`config.mk`:
```
export PLATFORM = sky130hd
export DESIGN_NAME = mem_access_stage
export DESIGN_NICKNAME = d
export VERILOG_FILES = /design/src/rtl/mem_access_stage_pkg.sv /design/src/rtl/mem_access_stage_load_store_align.sv /design/src/rtl/mem_access_stage.sv
export SDC_FILE = /design/constraint.sdc
export NUM_CORES = 1
export LEC_CHECK = 0
export ABC_AREA = 0
export CELL_PAD_IN_SITES_DETAIL_PLACEMENT = 1
export CELL_PAD_IN_SITES_GLOBAL_PLACEMENT = 1
export CORE_AREA = 3 3 267 269
export CTS_BUF_LIST = sky130_fd_sc_hd__clkbuf_8
export CTS_CLUSTER_SIZE = 40
export DETAILED_ROUTE_END_ITERATION = 7
export DIE_AREA = 0 0 270 272
export PLACE_DENSITY_LB_ADDON = 0.25
export SLEW_MARGIN = 20
export SYNTH_ARGS = -nofsm -noshare
export SYNTH_HDL_FRONTEND = slang
export SYNTH_SLANG_ARGS = --single-unit
```
`constraint.sdc`:
```
create_clock -name clk -period 2.2 [get_ports clk]
set_input_delay 0.33 -clock clk [delete_from_list [all_inputs] [get_ports clk]]
set_output_delay 0.33 -clock clk [all_outputs]
set_load 0.02 [all_outputs]
```
`src/rtl/mem_access_stage_pkg.sv`:
```
// Shared encodings and bus layouts for the memory-access stage.
// The packed structs fix the field order and widths of both pipeline buses.
package mem_access_stage_pkg;

    localparam logic [1:0] WREG_PC  = 2'd0;
    localparam logic [1:0] WREG_ALU = 2'd1;
    localparam logic [1:0] WREG_RAM = 2'd2;

    typedef enum logic [1:0] {
        SIZE_B = 2'd0,
        SIZE_H = 2'd1,
        SIZE_W = 2'd2,
        SIZE_D = 2'd3
    } mem_size_e;

    typedef enum logic [1:0] {
        S_IDLE,
        S_REQ,
        S_WAIT,
        S_DONE
    } ms_state_e;

    // es_to_ms_bus, MSB first (237 bits)
    typedef struct packed {
        logic [31:0] inst;
        logic        reg_wen;
        logic [4:0]  rd;
        logic [1:0]  wreg_sel;
        logic        mem_re;
        logic        mem_we;
        mem_size_e   mem_size;
        logic        mem_unsigned;
        logic [63:0] store_data;
        logic [63:0] alu_result;
        logic [63:0] pc;
    } es_bus_t;

    // ms_to_ws_bus, MSB first (232 bits)
    typedef struct packed {
        logic [31:0] inst;
        logic        reg_wen;
        logic [4:0]  rd;
        logic [1:0]  wreg_sel;
        logic [63:0] rdata;
        logic [63:0] alu_result;
        logic [63:0] pc;
    } ms_bus_t;

endpackage

```
`src/rtl/mem_access_stage_load_store_align.sv`:
```
// Byte-lane steering for stores and extraction/extension of load data.
// Purely combinational so it can be exercised on its own.
module load_store_align
    import mem_access_stage_pkg::*;
(
    input  logic [2:0]  off,
    input  mem_size_e   size,
    input  logic        is_unsigned,
    input  logic [63:0] store_data,
    input  logic [63:0] rdata,
    output logic [63:0] wdata,
    output logic [7:0]  wstrb,
    output logic [63:0] load_data
);

    logic [63:0] lane;

    always_comb begin
        lane      = rdata >> {off, 3'b000};
        wdata     = store_data;
        wstrb     = 8'hFF;
        load_data = lane;
        case (size)
            SIZE_B: begin
                wdata     = {8{store_data[7:0]}};
                wstrb     = 8'h01 << off;
                load_data = is_unsigned ? {56'd0, lane[7:0]} : {{56{lane[7]}}, lane[7:0]};
            end
            SIZE_H: begin
                wdata     = {4{store_data[15:0]}};
                wstrb     = 8'h03 << {off[2:1], 1'b0};
                load_data = is_unsigned ? {48'd0, lane[15:0]} : {{48{lane[15]}}, lane[15:0]};
            end
            SIZE_W: begin
                wdata     = {2{store_data[31:0]}};
                wstrb     = 8'h0F << {off[2], 2'b00};
                load_data = is_unsigned ? {32'd0, lane[31:0]} : {{32{lane[31]}}, lane[31:0]};
            end
            SIZE_D: begin
                wdata     = store_data;
                wstrb     = 8'hFF;
                load_data = lane;
            end
        endcase
    end

endmodule

```
`src/rtl/mem_access_stage.sv`:
```
// MEM pipeline stage: latches from EX, performs at most one data access per
// instruction over req/ack/resp, and holds the result until WB accepts it.
module mem_access_stage
    import mem_access_stage_pkg::*;
#(
    parameter int XLEN     = 64,
    parameter int ES_BUS_W = 237,
    parameter int MS_BUS_W = 232
) (
    input  logic                clk,
    input  logic                rst_n,
    input  logic                es_to_ms_valid,
    input  logic [ES_BUS_W-1:0] es_to_ms_bus,
    output logic                ms_allowin,
    input  logic                ws_allowin,
    output logic                ms_to_ws_valid,
    output logic [MS_BUS_W-1:0] ms_to_ws_bus,
    output logic                data_req,
    output logic                data_wr,
    output logic [XLEN-1:0]     data_addr,
    output logic [XLEN-1:0]     data_wdata,
    output logic [7:0]          data_wstrb,
    output logic [1:0]          data_size,
    input  logic                data_addr_ok,
    input  logic                data_resp_valid,
    input  logic [XLEN-1:0]     data_rdata
);

    es_bus_t     es_in;
    es_bus_t     bus_reg;
    ms_bus_t     ms_out;
    ms_state_e   state_reg;
    logic        ms_valid_reg;
    logic        data_req_reg;
    logic [63:0] rdata_reg;

    logic        ms_is_mem;
    logic        ms_ready_go;
    logic [63:0] align_wdata;
    logic [7:0]  align_wstrb;
    logic [63:0] align_load;

    assign es_in       = es_to_ms_bus;
    assign ms_is_mem   = bus_reg.mem_re | bus_reg.mem_we;
    assign ms_ready_go = !ms_is_mem || (state_reg == S_DONE);
    assign ms_allowin  = !ms_valid_reg || (ms_ready_go && ws_allowin);
    assign ms_to_ws_valid = ms_valid_reg && ms_ready_go;

    load_store_align u_align (
        .off         (bus_reg.alu_result[2:0]),
        .size        (bus_reg.mem_size),
        .is_unsigned (bus_reg.mem_unsigned),
        .store_data  (bus_reg.store_data),
        .rdata       (data_rdata),
        .wdata       (align_wdata),
        .wstrb       (align_wstrb),
        .load_data   (align_load)
    );

    always_ff @(posedge clk or negedge rst_n) begin
        if (!rst_n) begin
            ms_valid_reg <= 1'b0;
            bus_reg      <= '0;
            rdata_reg    <= '0;
            data_req_reg <= 1'b0;
            state_reg    <= S_IDLE;
        end else begin
            if (ms_allowin) begin
                ms_valid_reg <= es_to_ms_valid;
            end
            // A fresh instruction starts with a cleared rdata so non-loads present 0.
            if (es_to_ms_valid && ms_allowin) begin
                bus_reg   <= es_in;
                rdata_reg <= '0;
            end
            case (state_reg)
                S_IDLE: begin
                    if (ms_valid_reg && ms_is_mem) begin
                        state_reg    <= S_REQ;
                        data_req_reg <= 1'b1;
                    end
                end
                S_REQ: begin
                    if (data_addr_ok) begin
                        state_reg    <= S_WAIT;
                        data_req_reg <= 1'b0;
                    end
                end
                S_WAIT: begin
                    if (data_resp_valid) begin
                        rdata_reg <= bus_reg.mem_re ? align_load : 64'd0;
                        state_reg <= S_DONE;
                    end
                end
                S_DONE: begin
                    if (ws_allowin) begin
                        state_reg <= S_IDLE;
                    end
                end
            endcase
        end
    end

    always_comb begin
        ms_out            = '0;
        ms_out.inst       = bus_reg.inst;
        ms_out.reg_wen    = bus_reg.reg_wen;
        ms_out.rd         = bus_reg.rd;
        ms_out.wreg_sel   = bus_reg.wreg_sel;
        ms_out.rdata      = rdata_reg;
        ms_out.alu_result = bus_reg.alu_result;
        ms_out.pc         = bus_reg.pc;
    end

    assign ms_to_ws_bus = ms_out;
    assign data_req     = data_req_reg;
    assign data_wr      = bus_reg.mem_we;
    assign data_addr    = {bus_reg.alu_result[63:3], 3'b000};
    assign data_wdata   = align_wdata;
    assign data_wstrb   = bus_reg.mem_we ? align_wstrb : 8'h00;
    assign data_size    = bus_reg.mem_size;

endmodule

```
## Word-level counts from Yosys, hierarchy flattened

Index checks and enable logic that the tools add are counted.

| storage, ports and cells | value |
|---|---|
| output and inout port bits | 374 |
| bits in registers | 305 |
| word-level logic and storage cells | 62 |

| cells by class | value |
|---|---|
| bitwise gates (word level) | 1 |
| equal/unequal tests | 10 |
| shift operators | 4 |
| reduce and logical (&&, ||, !) cells | 13 |
| mux-type cells | 19 |

Operators with widths:

| kind | number |
|---|---|
| one-hot mux 64 bit (4 select lines) | 2 |
| 2-to-1 mux 64 bit | 7 |
| >> shifter 64 x 6 -> 64 bit | 1 |
| one-hot mux 8 bit (4 select lines) | 1 |
| equality test 2 bit (second input constant) | 4 |
| 2-to-1 mux 2 bit | 4 |
| 2-to-1 mux 8 bit | 1 |
| inequality test 2 bit (second input constant) | 4 |
| one-hot mux 2 bit (4 select lines) | 1 |
| left shift 1 x 3 -> 8 bit (first input constant) | 1 |
| left shift 2 x 3 -> 8 bit (first input constant) | 1 |
| left shift 4 x 3 -> 8 bit (first input constant) | 1 |
| equality test 2 x 1 -> 1 bit (second input constant) | 2 |
| logical AND 1 bit | 4 |
| zero test 2 bit | 2 |
| AND reduction 4 bit | 1 |
| AND reduction 3 bit | 1 |
| zero test 1 bit | 2 |
| logical OR 1 bit | 2 |
| 2-to-1 mux 1 bit | 2 |
| one-hot mux 1 bit (2 select lines) | 1 |
| nonzero test 2 bit | 1 |
| bitwise OR 1 bit | 1 |

## Longest topological paths before layout

| logic depth | value |
|---|---|
| word-level depth | 9 |
| depth in mapped cells | 8 |
| depth with buffers taken out | 7 |

## Hierarchy

A second synthesis with hierarchy kept.

| unflattened totals | value |
|---|---|
| cells, all modules | 1,499 |
| area total of the unflattened synthesis | 17,274.1 µm² |

Modules (own cells, without submodules):

| module | cells each | sequential area each (µm²) | instances | area an instance (µm²) |
|---|---|---|---|---|
| mem_access_stage | 1,058 | 7,632.3 | 1 | 13,583.0 |
| load_store_align | 441 | 0.0 | 1 | 3,691.0 |

## Worst setup path before layout

Ideal clock, no wire load.

| path | value |
|---|---|
| path type | reg2out |
| start | register bus_reg, in the netlist data_size[1] |
| end | output port data_wdata[54] |
| arrival | 1.657 ns |
| cell stages (with the launch flop) | 7 |
| data required time | 1.870 ns |
| path buffers | 4 |
| path slack | 0.213 ns |
| cells stage by stage | dfrtp_1 > buf_2 > clkbuf_1 > buf_2 > clkbuf_1 > nor2_1 > a21oi_1 |

| on the way | value |
|---|---|
| longest elaborated chain between the ends | 2 |
| elaborated cells between the ends (all ways) | 5 |
| those cells by class | eq/ne: 3; mux: 1; reduce/logical: 1 |

Ends and longest elaborated chain:

| element | RTL line | source |
|---|---|---|
| start, declared | mem_access_stage.sv:30 | `es_bus_t bus_reg;` |
| start signal, assigned | mem_access_stage.sv:73 | `bus_reg <= es_in;` |
| equality test 2 bit (tied with other cells) | mem_access_stage_load_store_align.sv:23 | `case (size)` |
| one-hot mux 64 bit (4 select lines) (*) | mem_access_stage_load_store_align.sv:23 |  |
| end, declared | mem_access_stage.sv:21 | `output logic [XLEN-1:0] data_wdata,` |

Every way passes the cells marked *; elsewhere a longest branch is shown, timed or not. The select of a mux whose other input is x is not followed.

## Worst setup path after layout

| path | value |
|---|---|
| start | register bus_reg, in the netlist data_size[1] |
| end | output port data_wdata[45] |

The elaborated chain is that of the path after synthesis.

==> reports/metrics.csv <==
stage,metric,value,unit
synth,synth_cells,1415,
routing,first_iter_violations,524,
clock_tree,cts_tree,done,
synth,async_reset_ff_share,100,%
worst_setup_path,path_cells,"nor2_4, buf_6, mux2_4, mux2_4, buf_6",
grt,grt_max_degree,71,
sta,fin_worst_skew,28.0,ps
layout,regArea,7640,µm²
worst_setup_path,startpoint,data_size[1],
pwr,cellPowerDensity,1720,nW/µm²
synth,synth_top_area_share,46.5,%
layout,final_cell_mix,"596 x clkdlybuf4s50_1, 296 x dfrtp_1, 243 x mux2_2",
routing,vias,13300,
routing,routed_wl,71.3,mm
synth,ys_types,50,
synth,ys_top_cells_by_area,"dfrtp_1 47%, mux2_2 18%, buf_4 12%",
die,core,68800,µm²
worst_setup_path,crit_slowest_cell,dfrtp_2,
pwr,leakagePower,10.9,nW
run_status,violations,setup timing,
die,die_h,272,µm
placement,gp_congestion,0.887,
worst_setup_path,endpoint_kind,output pin,
clock_tree,clk_path_buf_depth,3,
layout,layout.cells.non_filler,2989,
min_path,min-delay-path-class,input pin to async pin,
worst_setup_path,critical_path_class,flop to output pin,
layout,drive_above_1_share,34.2,%
synth,synth_compound_area_share,9.43,%
clock_tree,cts_inserted_buffers,59,
synth,avgSynthCellArea,11.6,µm²
synth,yosysWarnings,0,
grt,grt_pass1_vias,14700,
synth,synth_area,16400,µm²
worst_setup_path,startpoint_type,flop,
synth,synthAdderAreaFrac,0.382,%
worst_setup_path,required,1870,ps
sta,rsz0062_at_grt,true,
sta,hold_viol_final,0,
die,die_area,73400,µm²
synth,yosys.area_share.simple,4.24,%
grt,antenna_found_initial,10,
sta,period_needed,2470,ps
clock_tree,clock_latency,640,ps
routing,postRouteAntennaNets,0,
sta,period_share,112,%
sta,finalWorstSetupSlack,-274,ps
placement,io_buffers,677,
sta,worstMarginPinSlew,550,ps
sta,timing.fmax,0.404,GHz
worst_setup_path,crit_buf_inv,2,
layout,final_common_cell,clkdlybuf4s50_1,
job,drv_cap,0,
routing,vias_per_cell,4.46,
layout,largest_reg_flops,107,
run_status,outcome,"finished, violations left",
synth,yosysTopAreaCell,dfrtp_1,
synth,synth_xor_area_share,0,%
clock_tree,clkSinkCount,305,
placement,dp_cells,2829,
worst_setup_path,path_max_fanout,5,
layout,final_nets,2326,
worst_setup_path,critPathTopFamily,multiplexers,
sta,finalSetupViolCount,61,
worst_setup_path,arrival,2140,ps
synth,synth_seq_cells,305,
layout,nFillCells,7372,
routing,drc,0,
routing,drt_first_pass_iters,7,
synth,synth_edf_count,0,
grt,overflow,0,
synth,dominantRegCellSynth,dfrtp_1,
synth,synth.area.mux_share,24.9,%
clock_tree,path_clk_slew,60,ps
placement,hpwl,54.3,mm
synth,ys_seq_area_share,46.5,%
sta,max-slew-margin-rel,62.8,%
grt,grt_pass1_wl,103,mm
worst_setup_path,worst_path_largest_cell_delay,470,ps
die,ios,681,
clock_tree,cts_root_buf,clkbuf_8,
grt,grt_usage,18.6,%
clock_tree,h-tree-depth,2,
routing,wl_per_cell,23.9,µm
layout,multi_input_area,6900,µm²
die,die_w,270,µm
synth,synth_top_family_by_area,multiplexers,
sta,slew_violations,0,
sta,fin_hold_ws,257,ps
worst_setup_path,regToRegStartpoint,state_reg[0],
die,start_util,23.8,%
pwr,ir_drop,0.891,mV
die,rows,96,
layout,area_growth,57.8,%
-- metrics by stage --
stage | util, % | setup TNS, ps | area [µm²] | power (mW) | setup slack, ps
2_1_floorplan | - | 0 | 16400 | 25.9 | 213
3_3_place_gp | 33.9 | -2140 | 23400 | 35.6 | -120
3_5_place_dp | 33.9 | -3650 | 23400 | 35.9 | -143
4_1_cts | 36.8 | -10680 | 25300 | 44.0 | -341
5_1_grt | 37.6 | -15030 | 25900 | 47.1 | -391
6_report | 37.6 | -7850 | 25900 | 44.6 | -274
-- power breakdown --
group          total (mW)  leakage [nW]  internal [mW]  switching [mW]
Combinational        28.2          6.56           14.2            14.0
Clock                5.95         0.685           3.39            2.57
Sequential           10.5          3.70           8.26            2.22
-- logic make-up after synthesis --
logic type / count (synthesis)
adders and majority gates: 5
DFF: 305
buffers and inverters: 348
and+or+nand+nor: 156
AOI/OAI and AO/OA: 236
muxes: 364
other: 1
-- synthesized netlist by cell type (all sizes together), types with 9 or more instances --
| cell | n |
|---|---|
| buf | 309 |
| dfrtp | 305 |
| mux2 | 267 |
| mux2i | 89 |
| a21oi | 68 |
| nand2 | 66 |
| o21ai | 58 |
| nor2 | 50 |
| a22oi | 41 |
| clkbuf | 20 |
| inv | 19 |
| a22o | 14 |
| nand2b | 14 |
| nor2b | 12 |
| o22ai | 12 |
| a211oi | 9 |
-- final cells by class --
type                       instances  area share [%]
timing repair buffer             865            34.2
sequential                       305            29.5
multi-input combinational        764            26.7
tap                              931            4.50
clock buffer                      82            4.36
clock inverter                    19           0.440
inverter                          19           0.285
antenna                            4          0.0387
-- worst paths after layout --
path	end	slack [ps]	depth (start not counted)
max in group asynchronous	bus_reg[175]	1240	3
min in group clk	data_addr[6]	300	2
worst max-delay path	data_wdata[45]	-270	5
worst max register to register	data_addr[13]	50	6
worst min register to register	rdata_reg[0]	490	2
worst min-delay path	rdata_reg[26]	260	2
-- worst register-to-register path, cell delays in order, from the launching register on --
cell	delay, ps
dfrtp_1	430
ha_2	230
nand2b_1	190
o221ai_4	260
buf_12	260
buf_12	270
mux2_2	380
-- per-layer routing --
layer | up-vias | wire length (µm) | global-route usage, %
met5 | - | 69 | 0
met4 | 12 | 2430 | 6.19
met3 | 128 | 4790 | 5.31
met2 | 523 | 36100 | 32.5
met1 | 6757 | 28000 | 21.8
li1 | 5919 | - | -
-- repair_timing --
action	CTS	global route
setup buffers	25	25
pin swaps	6	21
hold endpoints to repair	50	0
cloned	4	3
hold buffers	1	0
resized for setup	482	79
setup endpoints to repair	107	144
Power figures use the tool's default switching activity.
